### src/rtl/alu_shift_sequencer.sv
// rtl/alu_shift_sequencer.sv - iterates a single-step ALU shift/rotate op up to 255 times.
// Optional macro SHIFT_COUNT_MASK_EN masks the count to its low 5 bits.
`ifndef MC_ALUOp_t_BITS
`define MC_ALUOp_t_BITS 5
`endif

module alu_shift_sequencer (
  input  logic                          clk,
  input  logic                          reset_n,
  input  logic                          start,
  input  logic [`MC_ALUOp_t_BITS-1:0]   op_in,
  input  logic                          is_8_bit_in,
  input  logic [15:0]                   operand,
  input  logic [7:0]                    count,
  input  logic [15:0]                   flags_in,
  output logic                          busy,
  output logic                          done,
  output logic [15:0]                   result,
  output logic [15:0]                   flags_result,
  output logic [15:0]                   alu_a,
  output logic [15:0]                   alu_b,
  output logic [15:0]                   alu_flags_in,
  output logic [`MC_ALUOp_t_BITS-1:0]   alu_op,
  output logic                          alu_is_8_bit,
  input  logic [15:0]                   alu_out,
  input  logic [15:0]                   alu_flags_out
);

  localparam int OPW = `MC_ALUOp_t_BITS;

  localparam logic [OPW-1:0] ALUOp_SELA = OPW'(0);
  localparam logic [OPW-1:0] ALUOp_SHL  = OPW'(10);
  localparam logic [OPW-1:0] ALUOp_SHR  = OPW'(11);
  localparam logic [OPW-1:0] ALUOp_SAR  = OPW'(12);
  localparam logic [OPW-1:0] ALUOp_ROL  = OPW'(13);
  localparam logic [OPW-1:0] ALUOp_ROR  = OPW'(14);
  localparam logic [OPW-1:0] ALUOp_RCL  = OPW'(15);
  localparam logic [OPW-1:0] ALUOp_RCR  = OPW'(16);

  typedef enum logic [1:0] {
    IDLE = 2'd0,
    RUN  = 2'd1,
    DONE = 2'd2
  } state_t;

  state_t         state_q;
  state_t         state_d;
  logic [15:0]    acc;
  logic [15:0]    flg;
  logic [7:0]     remaining;
  logic [7:0]     cnt_q;
  logic [OPW-1:0] op_q;
  logic           is_8_bit_q;
  logic           shift_q;
  logic           shift_in;
  logic [7:0]     eff_count;
  logic [7:0]     start_iters;

  function automatic logic is_shift_op(input logic [OPW-1:0] op);
    case (op)
      ALUOp_SHL, ALUOp_SHR, ALUOp_SAR, ALUOp_ROL,
      ALUOp_ROR, ALUOp_RCL, ALUOp_RCR: is_shift_op = 1'b1;
      default:                         is_shift_op = 1'b0;
    endcase
  endfunction

`ifdef SHIFT_COUNT_MASK_EN
  assign eff_count = count & 8'h1F;
`else
  assign eff_count = count;
`endif

  // Non-shift ops always take one pass, with the raw count as the B operand.
  assign shift_in    = is_shift_op(op_in);
  assign start_iters = shift_in ? eff_count : 8'd1;

  always_ff @(posedge clk or negedge reset_n) begin
    if (!reset_n) begin
      state_q <= IDLE;
    end else begin
      state_q <= state_d;
    end
  end

  always_comb begin
    state_d = state_q;
    case (state_q)
      IDLE: begin
        if (start) begin
          state_d = (start_iters != 8'd0) ? RUN : DONE;
        end
      end
      RUN: begin
        if (remaining == 8'd1) begin
          state_d = DONE;
        end
      end
      DONE:    state_d = IDLE;
      default: state_d = IDLE;
    endcase
  end

  always_ff @(posedge clk or negedge reset_n) begin
    if (!reset_n) begin
      acc        <= 16'h0000;
      flg        <= 16'h0000;
      remaining  <= 8'd0;
      cnt_q      <= 8'd0;
      op_q       <= ALUOp_SELA;
      is_8_bit_q <= 1'b0;
      shift_q    <= 1'b0;
    end else begin
      case (state_q)
        IDLE: begin
          if (start) begin
            acc        <= operand;
            flg        <= flags_in;
            remaining  <= start_iters;
            cnt_q      <= count;
            op_q       <= op_in;
            is_8_bit_q <= is_8_bit_in;
            shift_q    <= shift_in;
          end
        end
        RUN: begin
          acc       <= alu_out;
          flg       <= alu_flags_out;
          remaining <= remaining - 8'd1;
        end
        default: begin
        end
      endcase
    end
  end

  always_comb begin
    busy         = (state_q != IDLE);
    done         = (state_q == DONE);
    result       = done ? acc : 16'h0000;
    flags_result = done ? flg : 16'h0000;
    alu_op       = ALUOp_SELA;
    alu_a        = acc;
    alu_b        = 16'h0000;
    alu_flags_in = flg;
    alu_is_8_bit = is_8_bit_q;
    if (state_q == RUN) begin
      alu_op = op_q;
      alu_b  = shift_q ? 16'h0001 : {8'h00, cnt_q};
    end
  end

endmodule

### config.mk
export PLATFORM = sky130hd
export DESIGN_NAME = alu_shift_sequencer
export DESIGN_NICKNAME = d
export VERILOG_FILES = /design/src/rtl/alu_shift_sequencer.sv
export SDC_FILE = /design/constraint.sdc
export NUM_CORES = 1
export LEC_CHECK = 0
export ABC_AREA = 1
export ABC_CLOCK_PERIOD_IN_PS = 1700
export CORE_ASPECT_RATIO = 0.75
export CORE_MARGIN = 1.5
export CORE_UTILIZATION = 40
export DETAILED_ROUTE_END_ITERATION = 8
export PLACE_DENSITY = 0.87
export SLEW_MARGIN = 10
export SYNTH_ARGS = -nofsm -noshare
export SYNTH_HDL_FRONTEND = slang
export SYNTH_SLANG_ARGS = --single-unit
### constraint.sdc
create_clock -name clk -period 1.7 [get_ports clk]
set_input_delay 0.17 -clock clk [delete_from_list [all_inputs] [get_ports clk]]
set_output_delay 0.17 -clock clk [all_outputs]
set_load 0.02 [all_outputs]
==> impl_metrics.tcl <==
set metrics [dict create \
    synth_sequential_area_ratio_pct 45.24 \
    chip_height_um 79.89 \
    worstSetupStartpointType "flip-flop" \
    fin_crit_sh_pct 94.59 \
    tot_gr_track_use_pct 24.09 \
    wirelength_met1_um 4043 \
    netlist.area_leader.share_pct 45.24 \
    synth.lib_cells_used.distinct 22 \
    vdd.ir_drop.worst_uv 586.3 \
    cp-end-kind "output pin" \
    leakage_nw 2.415 \
    drtIter0Drc 183 \
    gp_congestion 0.8594 \
    final_design_area_no_fill_um2 4938 \
    start_util_pct 42.04 \
    synthesis.yosys.warnings 0 \
    max_freq_mhz 621.9 \
    hold_slack_ns 0.3253 \
    yosys.area.top_type "sky130_fd_sc_hd__dfrtp_1" \
    synth-seq-cells 57 \
    vias_in_the_first_global_route 3381 \
    crit_arrival_ns 1.44 \
    final_core_utilization_pct 65.85 \
    dp_hpwl_um 7383 \
    worst-setup-path-type "reg2out" \
    area.growth.synth_to_final_pct 56.63 \
    grt_setup_unrepaired "true" \
    total_number_of_vias 3398 \
    fp.coreArea_um2 7500 \
    placed_area_um2 4855 \
    clock_tree.htree_level_count 3 \
    ant_nets 0 \
    synth_area_per_inst_um2 7.282 \
    grt_pass1_wl_um 16010 \
    row_count 27 \
    status "finished clean" \
    drt-wirelength-per-cell_um 13.85 \
    final_cell_count_no_fill 704 \
    setup_violations 0 \
    finalWorstPathRequiredPeriod_ns 1.608 \
    clock_buffer_count_from_cts 9 \
    design.die.area_um2 8430 \
    post_cts_setup_repair_buffer_count 0 \
    ff2ff_setup_slack_ns 0.16 \
    drv_slew 0 \
    cts.root.buffer_cell "sky130_fd_sc_hd__clkbuf_8" \
    clock_tree_from_tritoncts "built" \
    placed_cells 687 \
    finalHoldViolCount 0 \
    post_route_cells_drive_above_1_share_pct 14.59 \
    routed.top_layer "met4" \
    numPortBuffers 160 \
    met2RoutedLength_um 4933 \
    critical_path_required_ns 1.53 \
    post_drt_via_cell_ratio 4.827 \
    most_common_library_cell_in_the_layout_ignoring_fill_and_taps "sky130_fd_sc_hd__nor2_1" \
    clkLatencyLatePin_ns 0.33 \
    met3_wirelength_um 608 \
    die_x_um 105.5 \
    mostFrequentLayoutCells "117 x sky130_fd_sc_hd__nor2_1, 112 x sky130_fd_sc_hd__clkdlybuf4s50_1, 71 x sky130_fd_sc_hd__nand2_1" \
    worst_clock_skew_ns 0.006481 \
    drt_pre_antenna_iters 4 \
    cts_num_sinks 57 \
    largest_net_degree_at_the_start_of_global_routing 40 \
    wirelength_um 9748 \
    nNetsFinal 681 \
    fin_setup_tns_ns 0 \
    antenna_found_initial 0 \
    n_antenna_cell 0 \
    clk_path_buf_depth 2 \
    num_io_pins 169 \
    netlist_area_um2 3153 \
    power_per_cell_area_nw_per_um2 661.6 \
    worst_path_fanout_max 12 \
    synthesis.instances 433 \
    cap_viol_max_count 0 \
    ys_top_cells_by_area "sky130_fd_sc_hd__dfrtp_1 45%, sky130_fd_sc_hd__nor2_1 14%, sky130_fd_sc_hd__nand2_1 8.5%" \
    global_route_congestion_overflow_total 0 \
    cts.clk_slew.worst_paths_ns 0.07 \
    min_path_type "in2async" \
    drt_drc_violations_left 0 \
]
-- layer usage --
metal | up-vias | track usage [%]
met1 | 1587 | 28.04
met5 | - | 0
li1 | 1665 | -
met3 | 15 | 6.776
met2 | 131 | 43.73
met4 | 0 | 6.757
-- worst paths after layout --
path                                        end   startpoint  cells after the start
worst max-delay path                 result[14]   state_q[0]                      5
worst min-delay path            alu_flags_in[0]      reset_n                      2
worst max register to register     remaining[3]   state_q[0]                      8
worst min register to register          op_q[2]      op_q[2]                      2
max in group asynchronous             alu_a[12]      reset_n                      3
min in group clk                   alu_is_8_bit  is_8_bit_in                      3
-- final cells by class --
| class | instances | area, um2 |
|---|---|---|
| Timing Repair Buffer | 178 | 1595 |
| Multi-Input combinational cell | 287 | 1326 |
| Sequential cell | 57 | 1426 |
| Clock buffer | 10 | 127.6 |
| Fill cell | 663 | 2561 |
| Tap cell | 101 | 126.4 |
| Inverter | 65 | 244.0 |
| Clock inverter | 6 | 92.59 |
-- state kept, by name, indices dropped and copies added, names as in the netlist --
signal,count
alu_a,16
shift_q,1
op_q,5
alu_is_8_bit,1
cnt_q,8
remaining,8
alu_flags_in,16
state_q,2
-- power breakdown --
group | switching (mW) | leakage [nW] | internal, mW
Combinational | 0.184 | 1.65 | 0.268
Clock | 0.555 | 0.103 | 0.830
Sequential | 0.0350 | 0.666 | 1.40
-- timing repair --
action / in CTS / in global routing
gates resized for setup: 156 / 33
hold buffers: 1 / 0
endpoints found under the hold margin: 18 / 0
endpoints found under the setup margin: 48 / 49
-- cell usage after synthesis --
cell type	n
sky130_fd_sc_hd__nand3_1	14
sky130_fd_sc_hd__conb_1	1
sky130_fd_sc_hd__nand2_1	71
sky130_fd_sc_hd__buf_2	15
sky130_fd_sc_hd__o31ai_1	32
sky130_fd_sc_hd__o21ai_1	1
sky130_fd_sc_hd__nand2_2	2
sky130_fd_sc_hd__a21oi_1	6
sky130_fd_sc_hd__inv_1	61
sky130_fd_sc_hd__nor2_4	1
sky130_fd_sc_hd__dfrtp_1	57
sky130_fd_sc_hd__o211ai_1	5
sky130_fd_sc_hd__buf_4	8
sky130_fd_sc_hd__buf_6	3
sky130_fd_sc_hd__inv_2	4
sky130_fd_sc_hd__o21ai_0	19
sky130_fd_sc_hd__o22ai_1	2
sky130_fd_sc_hd__nor2_1	119
sky130_fd_sc_hd__nand4_1	2
sky130_fd_sc_hd__xor2_1	3
sky130_fd_sc_hd__ha_1	2
sky130_fd_sc_hd__clkbuf_1	5
-- kinds of logic after synthesis --
group | after synthesis | share of synthesized area, %
XOR/XNOR | 3 | 0.8335
AND/OR/NAND/NOR | 209 | 25.99
flip-flops | 57 | 45.24
adder cells (fa/ha/maj) | 2 | 0.7935
other | 1 | 0.1189
AO/OA/AOI/OAI | 65 | 13.33
buffers and inverters | 96 | 13.69
-- through the flow --
step | total power [mW] | setup WS (ns)
floorplan | 1.596 | 0.1266
global placement | 1.895 | 0.02394
detailed placement | 1.906 | -0.03612
CTS | 3.312 | 0.002837
global route | 3.421 | -0.03367
finish | 3.267 | 0.09203
-- worst max-delay path, cell delays in order, from the launching register on --
cell and delay [ns]:
sky130_fd_sc_hd__dfrtp_1 0.42, sky130_fd_sc_hd__nor2_2 0.14, sky130_fd_sc_hd__inv_1 0.09, sky130_fd_sc_hd__buf_4 0.19, sky130_fd_sc_hd__nor2_1 0.10, sky130_fd_sc_hd__buf_2 0.17
Note: power is estimated with default switching activity, not from simulation.
